--- config.mk ---
export PLATFORM = sky130hd
export DESIGN_NAME = regfile_wb_arbiter
export DESIGN_NICKNAME = d
export VERILOG_FILES = /design/src/rtl/regfile_wb_arbiter.sv
export SDC_FILE = /design/constraint.sdc
export NUM_CORES = 1
export LEC_CHECK = 0
export ABC_AREA = 1
export CAP_MARGIN = 20
export CORE_MARGIN = 3
export CORE_UTILIZATION = 38
export CTS_CLUSTER_SIZE = 14
export DETAILED_ROUTE_END_ITERATION = 8
export PLACE_DENSITY = 0.83
export SLEW_MARGIN = 20
export SYNTH_ARGS = -nofsm -noshare
export SYNTH_HDL_FRONTEND = slang
export SYNTH_SLANG_ARGS = --single-unit
--- constraint.sdc ---
create_clock -name clk -period 2.8 [get_ports clk]
set_input_delay 0.28 -clock clk [delete_from_list [all_inputs] [get_ports clk]]
set_output_delay 0.28 -clock clk [all_outputs]
set_load 0.01 [all_outputs]
--- src/rtl/regfile_wb_arbiter.sv ---
// regfile_wb_arbiter
// ------------------
// Write-back arbiter for the 64-entry register file.
//
// The register file has one write port. This block shares that port among
// NumReq producers (ALU, load unit, multiplier, ...). Each cycle it grants
// at most one producer through a valid/ready handshake. It then captures
// the granted address and data into the output register that drives the
// file's write port.
//
// Build option:
//   REGFILE_WB_FIXED_PRIORITY_EN - when defined, the round-robin pointer is
//   removed. The scan always starts at requester 0, so the lowest index wins.
//
// Ports:
//   clk            rising-edge clock
//   rst_n          synchronous, active-low reset
//   req_valid      per-requester write pending
//   req_addr       packed per-requester addresses, [i*AddrWidth +: AddrWidth]
//   req_data       packed per-requester data, [i*DataLength +: DataLength]
//   req_ready      combinational one-hot grant (all zero when nothing granted)
//   wb_hold        suppresses all grants this cycle
//   RegWrite       registered write enable to the register file
//   writereg_addr  registered write address
//   write_data     registered write data
//   wb_conflict    registered pulse: previous cycle granted with >=2 valid
module regfile_wb_arbiter #(
  parameter int DataLength = 64,
  parameter int NumReq     = 3,
  parameter int AddrWidth  = 6
) (
  input  logic                         clk,
  input  logic                         rst_n,
  input  logic [NumReq-1:0]            req_valid,
  input  logic [NumReq*AddrWidth-1:0]  req_addr,
  input  logic [NumReq*DataLength-1:0] req_data,
  output logic [NumReq-1:0]            req_ready,
  input  logic                         wb_hold,
  output logic                         RegWrite,
  output logic [AddrWidth-1:0]         writereg_addr,
  output logic [DataLength-1:0]        write_data,
  output logic                         wb_conflict
);

  localparam int PtrW = $clog2(NumReq);

  // Scan start point for this cycle.
  logic [PtrW-1:0] scan_start;

`ifdef REGFILE_WB_FIXED_PRIORITY_EN
  assign scan_start = '0;
`else
  logic [PtrW-1:0] rr_ptr_reg;
  logic [PtrW-1:0] rr_ptr_next;

  assign scan_start = rr_ptr_reg;
`endif

  // scan_idx[k] is the k-th requester examined in this cycle:
  // (scan_start + k) mod NumReq.
  // The sum never reaches 2*NumReq, so one conditional subtract is enough.
  logic [31:0]     scan_sum [NumReq];
  logic [PtrW-1:0] scan_idx [NumReq];

  genvar gi;
  generate
    for (gi = 0; gi < NumReq; gi++) begin : g_scan
      assign scan_sum[gi] = {{(32-PtrW){1'b0}}, scan_start} + 32'(gi);
      assign scan_idx[gi] = (scan_sum[gi] >= 32'(NumReq))
                          ? PtrW'(scan_sum[gi] - 32'(NumReq))
                          : PtrW'(scan_sum[gi]);
    end
  endgenerate

  // Grant selection. The first valid requester in scan order wins.
  // Reset and hold force the grant off, so the one-hot ready vector is
  // only ever set for a requester that is valid.
  logic            grant_found;
  logic [PtrW-1:0] grant_idx;
  logic [NumReq-1:0] ready_vec;

  always_comb begin
    grant_found = 1'b0;
    grant_idx   = '0;
    ready_vec   = '0;
    if (rst_n && !wb_hold) begin
      for (int k = 0; k < NumReq; k++) begin
        if (!grant_found && req_valid[scan_idx[k]]) begin
          grant_found = 1'b1;
          grant_idx   = scan_idx[k];
        end
      end
    end
    if (grant_found) begin
      ready_vec[grant_idx] = 1'b1;
    end
  end

  assign req_ready = ready_vec;

  // Payload of the granted requester.
  logic [AddrWidth-1:0]  grant_addr;
  logic [DataLength-1:0] grant_data;

  assign grant_addr = req_addr[int'(grant_idx)*AddrWidth +: AddrWidth];
  assign grant_data = req_data[int'(grant_idx)*DataLength +: DataLength];

  // A conflict is a granted cycle in which another requester also had to
  // wait. NumReq is at most 4, so a 3-bit count is enough.
  logic [2:0] valid_cnt;
  logic       conflict_next;

  always_comb begin
    valid_cnt = '0;
    for (int k = 0; k < NumReq; k++) begin
      valid_cnt = valid_cnt + {2'b00, req_valid[k]};
    end
    conflict_next = grant_found && (valid_cnt >= 3'd2);
  end

`ifndef REGFILE_WB_FIXED_PRIORITY_EN
  // After a grant, the pointer moves just past the winner.
  always_comb begin
    rr_ptr_next = rr_ptr_reg;
    if (grant_found) begin
      rr_ptr_next = (grant_idx == PtrW'(NumReq - 1)) ? '0
                                                     : grant_idx + PtrW'(1);
    end
  end

  always_ff @(posedge clk) begin
    if (!rst_n) begin
      rr_ptr_reg <= '0;
    end else begin
      rr_ptr_reg <= rr_ptr_next;
    end
  end
`endif

  // Output register. Address and data hold their previous values when
  // there is no transfer, so only the enable needs to drop.
  logic                  reg_write_reg;
  logic [AddrWidth-1:0]  addr_reg;
  logic [DataLength-1:0] data_reg;
  logic                  conflict_reg;

  always_ff @(posedge clk) begin
    if (!rst_n) begin
      reg_write_reg <= 1'b0;
      addr_reg      <= '0;
      data_reg      <= '0;
      conflict_reg  <= 1'b0;
    end else begin
      reg_write_reg <= grant_found;
      conflict_reg  <= conflict_next;
      if (grant_found) begin
        addr_reg <= grant_addr;
        data_reg <= grant_data;
      end
    end
  end

  assign RegWrite      = reg_write_reg;
  assign writereg_addr = addr_reg;
  assign write_data    = data_reg;
  assign wb_conflict   = conflict_reg;

endmodule
==> results of run 1 <==
-- final cells by class --
class                           instances  area, µm²  area share [%]
Timing Repair Buffer                  307       3070            38.7
Sequential cell                        74       1480            18.7
Clock buffer                            9        225            2.84
Clock inverter                          7       46.3           0.585
Multi-Input combinational cell        555       2560            32.3
Tap cell                              143        179            2.26
Inverter                               97        364            4.60
-- cell families (layout without fill, tap and decap cells) --
logic type,Yosys count,in the layout,share of synthesized area (%)
and+or+nand+nor,525,525,50.4
buffers and inverters,155,420,13.4
DFF,74,74,32.0
AOI/OAI and AO/OA,25,25,2.84
adders and majority gates,5,5,1.35
-- worst min-delay path: stages --
cell	delay, ns
buf_2	0.11
inv_1	0.10
a21oi_1	0.05
-- per-stage QoR --
step | util (%) | cells | cell area [µm²]
floorplan | - | 784 | 4630
global placement | 65.4 | 1176 | 7630
detailed placement | 65.4 | 1176 | 7630
CTS | 67.8 | 1192 | 7910
global route | 67.9 | 1192 | 7920
finish | 67.9 | 1192 | 7920
-- cell usage in the layout (no fill, tap or decap), types with 3 or more instances in the layout --
cell / synthesis / layout
clkinvlp_4: 0 / 3
clkdlybuf4s50_1: 0 / 287
a21oi_1: 22 / 22
clkbuf_16: 0 / 9
dfxtp_1: 74 / 72
nand3_1: 95 / 95
ha_1: 5 / 4
nand2_1: 295 / 295
nand4_1: 84 / 84
buf_12: 0 / 3
buf_4: 1 / 13
nand3_2: 3 / 3
inv_1: 93 / 93
inv_2: 4 / 4
clkinv_2: 0 / 3
nor2_1: 45 / 43
-- final timing paths --
path / start / end / slack [ns] / cells past startpoint
setup reg to reg: rr_ptr_reg[0] / write_data[33] / 0.43 / 16
setup / recovery: rr_ptr_reg[0] / req_ready[2] / 0.19 / 11
hold / removal: rst_n / rr_ptr_reg[1] / 0.27 / 3
hold reg to reg: write_data[57] / write_data[57] / 0.47 / 2
-- timing repair --
item	in CTS	in global routing
gates cloned	0	0
endpoints found under the setup margin	2	3
hold buffers	0	0
resized for setup	5	4
-- power groups by stage --
stage | clock, W | combinational, W | sequential, W
3_3_place_gp | 0 | 0.00125 | 0.00126
2_1_floorplan | 0 | 0.000505 | 0.00132
3_5_place_dp | 0 | 0.00126 | 0.00126
5_1_grt | 0.00113 | 0.00138 | 0.00126
6_report | 0.00106 | 0.00126 | 0.00124
4_1_cts | 0.00108 | 0.00127 | 0.00124
-- layer usage --
layer | GRT usage, % | vias up | wire length (µm)
met5 | 0 | - | 0
met4 | 7.27 | 0 | 416
met3 | 6.84 | 28 | 1560
met2 | 45.1 | 247 | 8780
met1 | 29.2 | 2624 | 7110
li1 | - | 3027 | -
==> results.tsv, run 1 <==
metric	value	unit
outcome	finished clean	
yosysMostFrequentCell	nand2_1	
pin_count	291	
gr-total-overflow	0	
cts_tree	done	
cp_max_fo	4	
gp_congestion	0.904	
path_cells	inv_1 -> ha_1 -> inv_1 -> nand2_1 -> nand3_1 -> nand2_1 -> nand3_1 -> nand3_2 -> nand3_2 -> inv_1 -> clkdlybuf4s50_1	
finalHoldViolCount	0	
slowest_delay	0.57	ns
cts_inserted_buffers	9	
p_int	0.00245	W
cp.buffers_inverters	4	
syn-num-nets	1005	
netlist_instances	784	
synth-edff-count	0	
clkPwrFrac	29.7	%
arrival	2.33	ns
core_area	11700	µm²
crit_slowest_cell	clkdlybuf4s50_1	
synth_cell_types	20	
hpwl	12600	µm
via_count	5926	
wire_per_inst	15.0	µm
synthTopCellsByArea	dfxtp_1 (32%), nand2_1 (24%), nand4_1 (11%), nand3_1 (10%), inv_1 (7.5%)	
h-tree-depth	3	
setup_ws	0.187	ns
crit_path_start_kind	flop	
cap_viol_max_count	0	
comb_power_share	35.4	%
yosysWarningCount	0	
path_clk_slew	0.06	ns
ys.flop_type	dfxtp_1	
period_share	93.3	%
portBuffers	290	
root_buffer	clkbuf_16	
synth_area	4630	µm²
synth_top_area_share	32.0	%
antenna_found_initial	0	
grt_pass1_vias	5589	
cts.sinks	74	
p_switching	0.00110	W
nets	1265	
setup.worst_path.class	flop to primary output	
drcViolationCount	0	
timing.hold.ws	0.269	ns
finClkSkew	0.00645	ns
worst_setup_path_end_kind	primary output	
clk_latency	0.32	ns
grt_usage	25.1	%
detail-route-antenna-nets	0	
ir_drop	0.000398	V
min_path_type	primary input to flop	
post_cts_buffers	0	
finalPower	0.00356	W
rsz0062_at_grt	false	
nFillCells	1082	
synth_area_per_cell	5.91	µm²
seqPwrFrac	34.9	%
cpMostUsedCell	inv_1	
routed_via_density	4.97	
totalWireLength	17900	µm
max_slew_margin	47.9	%
clock_path_buffers	2	
cellPowerDensity	449	nW/µm²
drive_gt1_share	4.77	%
first_pass_iters	5	
p_leak	3.75	nW
tightestPinTransition	0.781	ns
yosys.area.top_type	dfxtp_1	
setup_tns	0	ns
ys_ff_latch	74	
dieHeight	116	µm
chipWidth	116	µm
ys_async_sr_fraction	0	%
ys_top_cells_by_count	nand2_1 (295), nand3_1 (95), inv_1 (93), nand4_1 (84), dfxtp_1 (74)	
start_util	39.7	%
yosysSeqAreaShare	32.0	%
cp.required	2.52	ns
path_delay_family	buffers and inverters	
first_iter_violations	475	
post-place-ws	0.0866	ns
synthToLayoutAreaGrowth	70.9	%
grt_max_degree	72	
slew_violations	0	
antenna_cells	0	
rows	39	
switching_share	31.0	%
fin_crit	2.61	ns
fmax	0.383	GHz
grt_pass1_wl	27400	µm
die-area	13600	µm²
final-setup-viol-count	0	
largest_reg_flops	64	
No activity file was read; power rests on OpenSTA's default activity.
==> run 2, diff against run 1 <==
--- a/config.mk
+++ b/config.mk
@@ -6,7 +6,8 @@
 export NUM_CORES = 1
 export LEC_CHECK = 0
 export ABC_AREA = 1
-export CAP_MARGIN = 20
+export CAP_MARGIN = 10
+export CORE_ASPECT_RATIO = 0.7
 export CORE_MARGIN = 3
 export CORE_UTILIZATION = 38
 export CTS_CLUSTER_SIZE = 14
==> run 2 against run 1 <==
Largest power group unchanged. Final area rose by 0.19%. Worst setup slack improved by 0.095 ns. Clock skew barely moved. Wire length fell by 0.51%. Highest routed layer unchanged. Fmax rose by 3.8%. Die area rose by 0.16%. Core utilization fell by 0.71 points. Critical path depth did not move. Sequential power barely moved. Largest cell class unchanged.
==> results.tsv, run 2 (synthesis gave the netlist of run 1 again) <==
metric	value	unit
via_count	5906	
cts_tree	done	
drcViolationCount	0	
r2r-start	rr_ptr_reg[0]	
final_common_cell	nand2_1	
root_buffer	clkbuf_16	
gr-total-overflow	0	
fin_crit	2.52	ns
nets	1264	
stdcell_count	1204	
largest_reg_flops	64	
rows	33	
finClkSkew	0.00617	ns
totalWireLength	17800	µm
portBuffers	290	
period_share	90.0	%
cellPowerDensity	469	nW/µm²
nFillCells	1074	
grt_pass1_wl	27600	µm
routed_via_density	4.91	
worstSetupStartpoint	rr_ptr_reg[0]	
wire_per_inst	14.8	µm
h-tree-depth	3	
dp.cells	1189	
cts.sinks	74	
tightestPinTransition	0.781	ns
grt_usage	25.3	%
chipWidth	138	µm
p_leak	3.78	nW
clock_path_buffers	2	
drive_gt1_share	4.30	%
setup.worst_path.class	flop to primary output	
hpwl	12700	µm
clk_latency	0.32	ns
ir_drop	0.000336	V
outcome	finished clean	
antenna_cells	0	
core_area	11800	µm²
arrival	2.24	ns
setup_tns	0	ns
first_iter_violations	235	
dieHeight	98.4	µm
grt_pass1_vias	5578	
post_cts_buffers	0	
crit_path_start_kind	flop	
pin_count	291	
finalHoldViolCount	0	
holdBufCountCts	0	
slew_violations	0	
synthToLayoutAreaGrowth	71.3	%
worst_setup_path_end_kind	primary output	
layout_common_cells	nand2_1 (295), clkdlybuf4s50_1 (286), nand3_1 (95), inv_1 (93), nand4_1 (84)	
first_pass_iters	5	
fmax	0.397	GHz
cp_max_fo	5	
worstHoldStart	rst_n	
max_slew_margin	47.9	%
cts_inserted_buffers	9	
grt_max_degree	73	
path_clk_slew	0.06	ns
start_util	39.2	%
die-area	13600	µm²
cp.required	2.52	ns
rsz0062_at_grt	false	
cap_viol_max_count	0	
antenna_found_initial	0	
final-setup-viol-count	0	
min_path_type	primary input to flop	
detail-route-antenna-nets	0	
gp_congestion	0.833	
## run 2: changes by cell type in the layout (fill, tap and decap cells not counted), moves of 2 or more
| cell | before | now |
|---|---|---|
| bufinv_16 | 0 | 2 |
| nor2_2 | 2 | 0 |
| clkinvlp_4 | 3 | 0 |
| dfxtp_1 | 72 | 74 |
| dfxtp_2 | 2 | 0 |
| buf_12 | 3 | 1 |
| nor2_1 | 43 | 45 |
## run 2: path summary, 6_finish.rpt
kind / depth (start not counted) / end / slack [ns]
max reg2reg: 15 / write_data[21] / 0.34
min: 3 / rr_ptr_reg[1] / 0.26
max: 11 / req_ready[1] / 0.28
min reg2reg: 2 / write_data[26] / 0.47
## run 2: what timing repair did
action | CTS | global route
resized for setup | 2 | 6
pin swaps | 0 | 0
setup endpoints to repair | 2 | 39
## run 2: routing by layer
layer / vias up / track usage [%] / wire, µm
li1: 3018 / - / -
met1: 2654 / 29.6 / 7320
met5: - / 0 / 0
met4: 0 / 5.32 / 223
met2: 216 / 44.7 / 8560
met3: 18 / 8.75 / 1670
## run 2: critical path, stage by stage (launching register included)
cell           delay (ns)
dfxtp_1              0.36
inv_1                0.09
ha_2                 0.38
inv_2                0.07
nand2_1              0.08
nand2_1              0.07
nand3_2              0.09
nand3_1              0.11
nor2_1               0.18
o21ai_4              0.09
inv_2                0.09
dlygate4sd2_1        0.31
## run 2: where the power goes
| group | switching (W) | total (W) | internal (W) |
|---|---|---|---|
| sequential | 0.0000611 | 0.00124 | 0.00118 |
| combinational | 0.000581 | 0.00125 | 0.000669 |
| clock | 0.000431 | 0.00123 | 0.000798 |
## run 2: layout make-up
class	instances	area [µm²]	share of cell area [%]
inverters	97	364	4.59
repair buffers	306	3030	38.2
clock buffers	10	239	3.01
clock inverters	5	78.8	0.993
flip-flops and latches	74	1480	18.7
multi-input cells	555	2540	32.0
well taps	157	196	2.48
## run 2: per-stage QoR
step                hold WS, ns  setup slack [ns]  cell area, µm²  power, W  util (%)
detailed placement        0.461             0.217            7610   0.00252      64.5
floorplan                 0.396             0.683            4630   0.00182         -
global route              0.289            0.0570            7940   0.00393      67.2
global placement          0.459             0.222            7610   0.00250      64.5
finish                    0.262             0.281            7940   0.00372      67.2
CTS                       0.260            0.0219            7930   0.00375      67.1
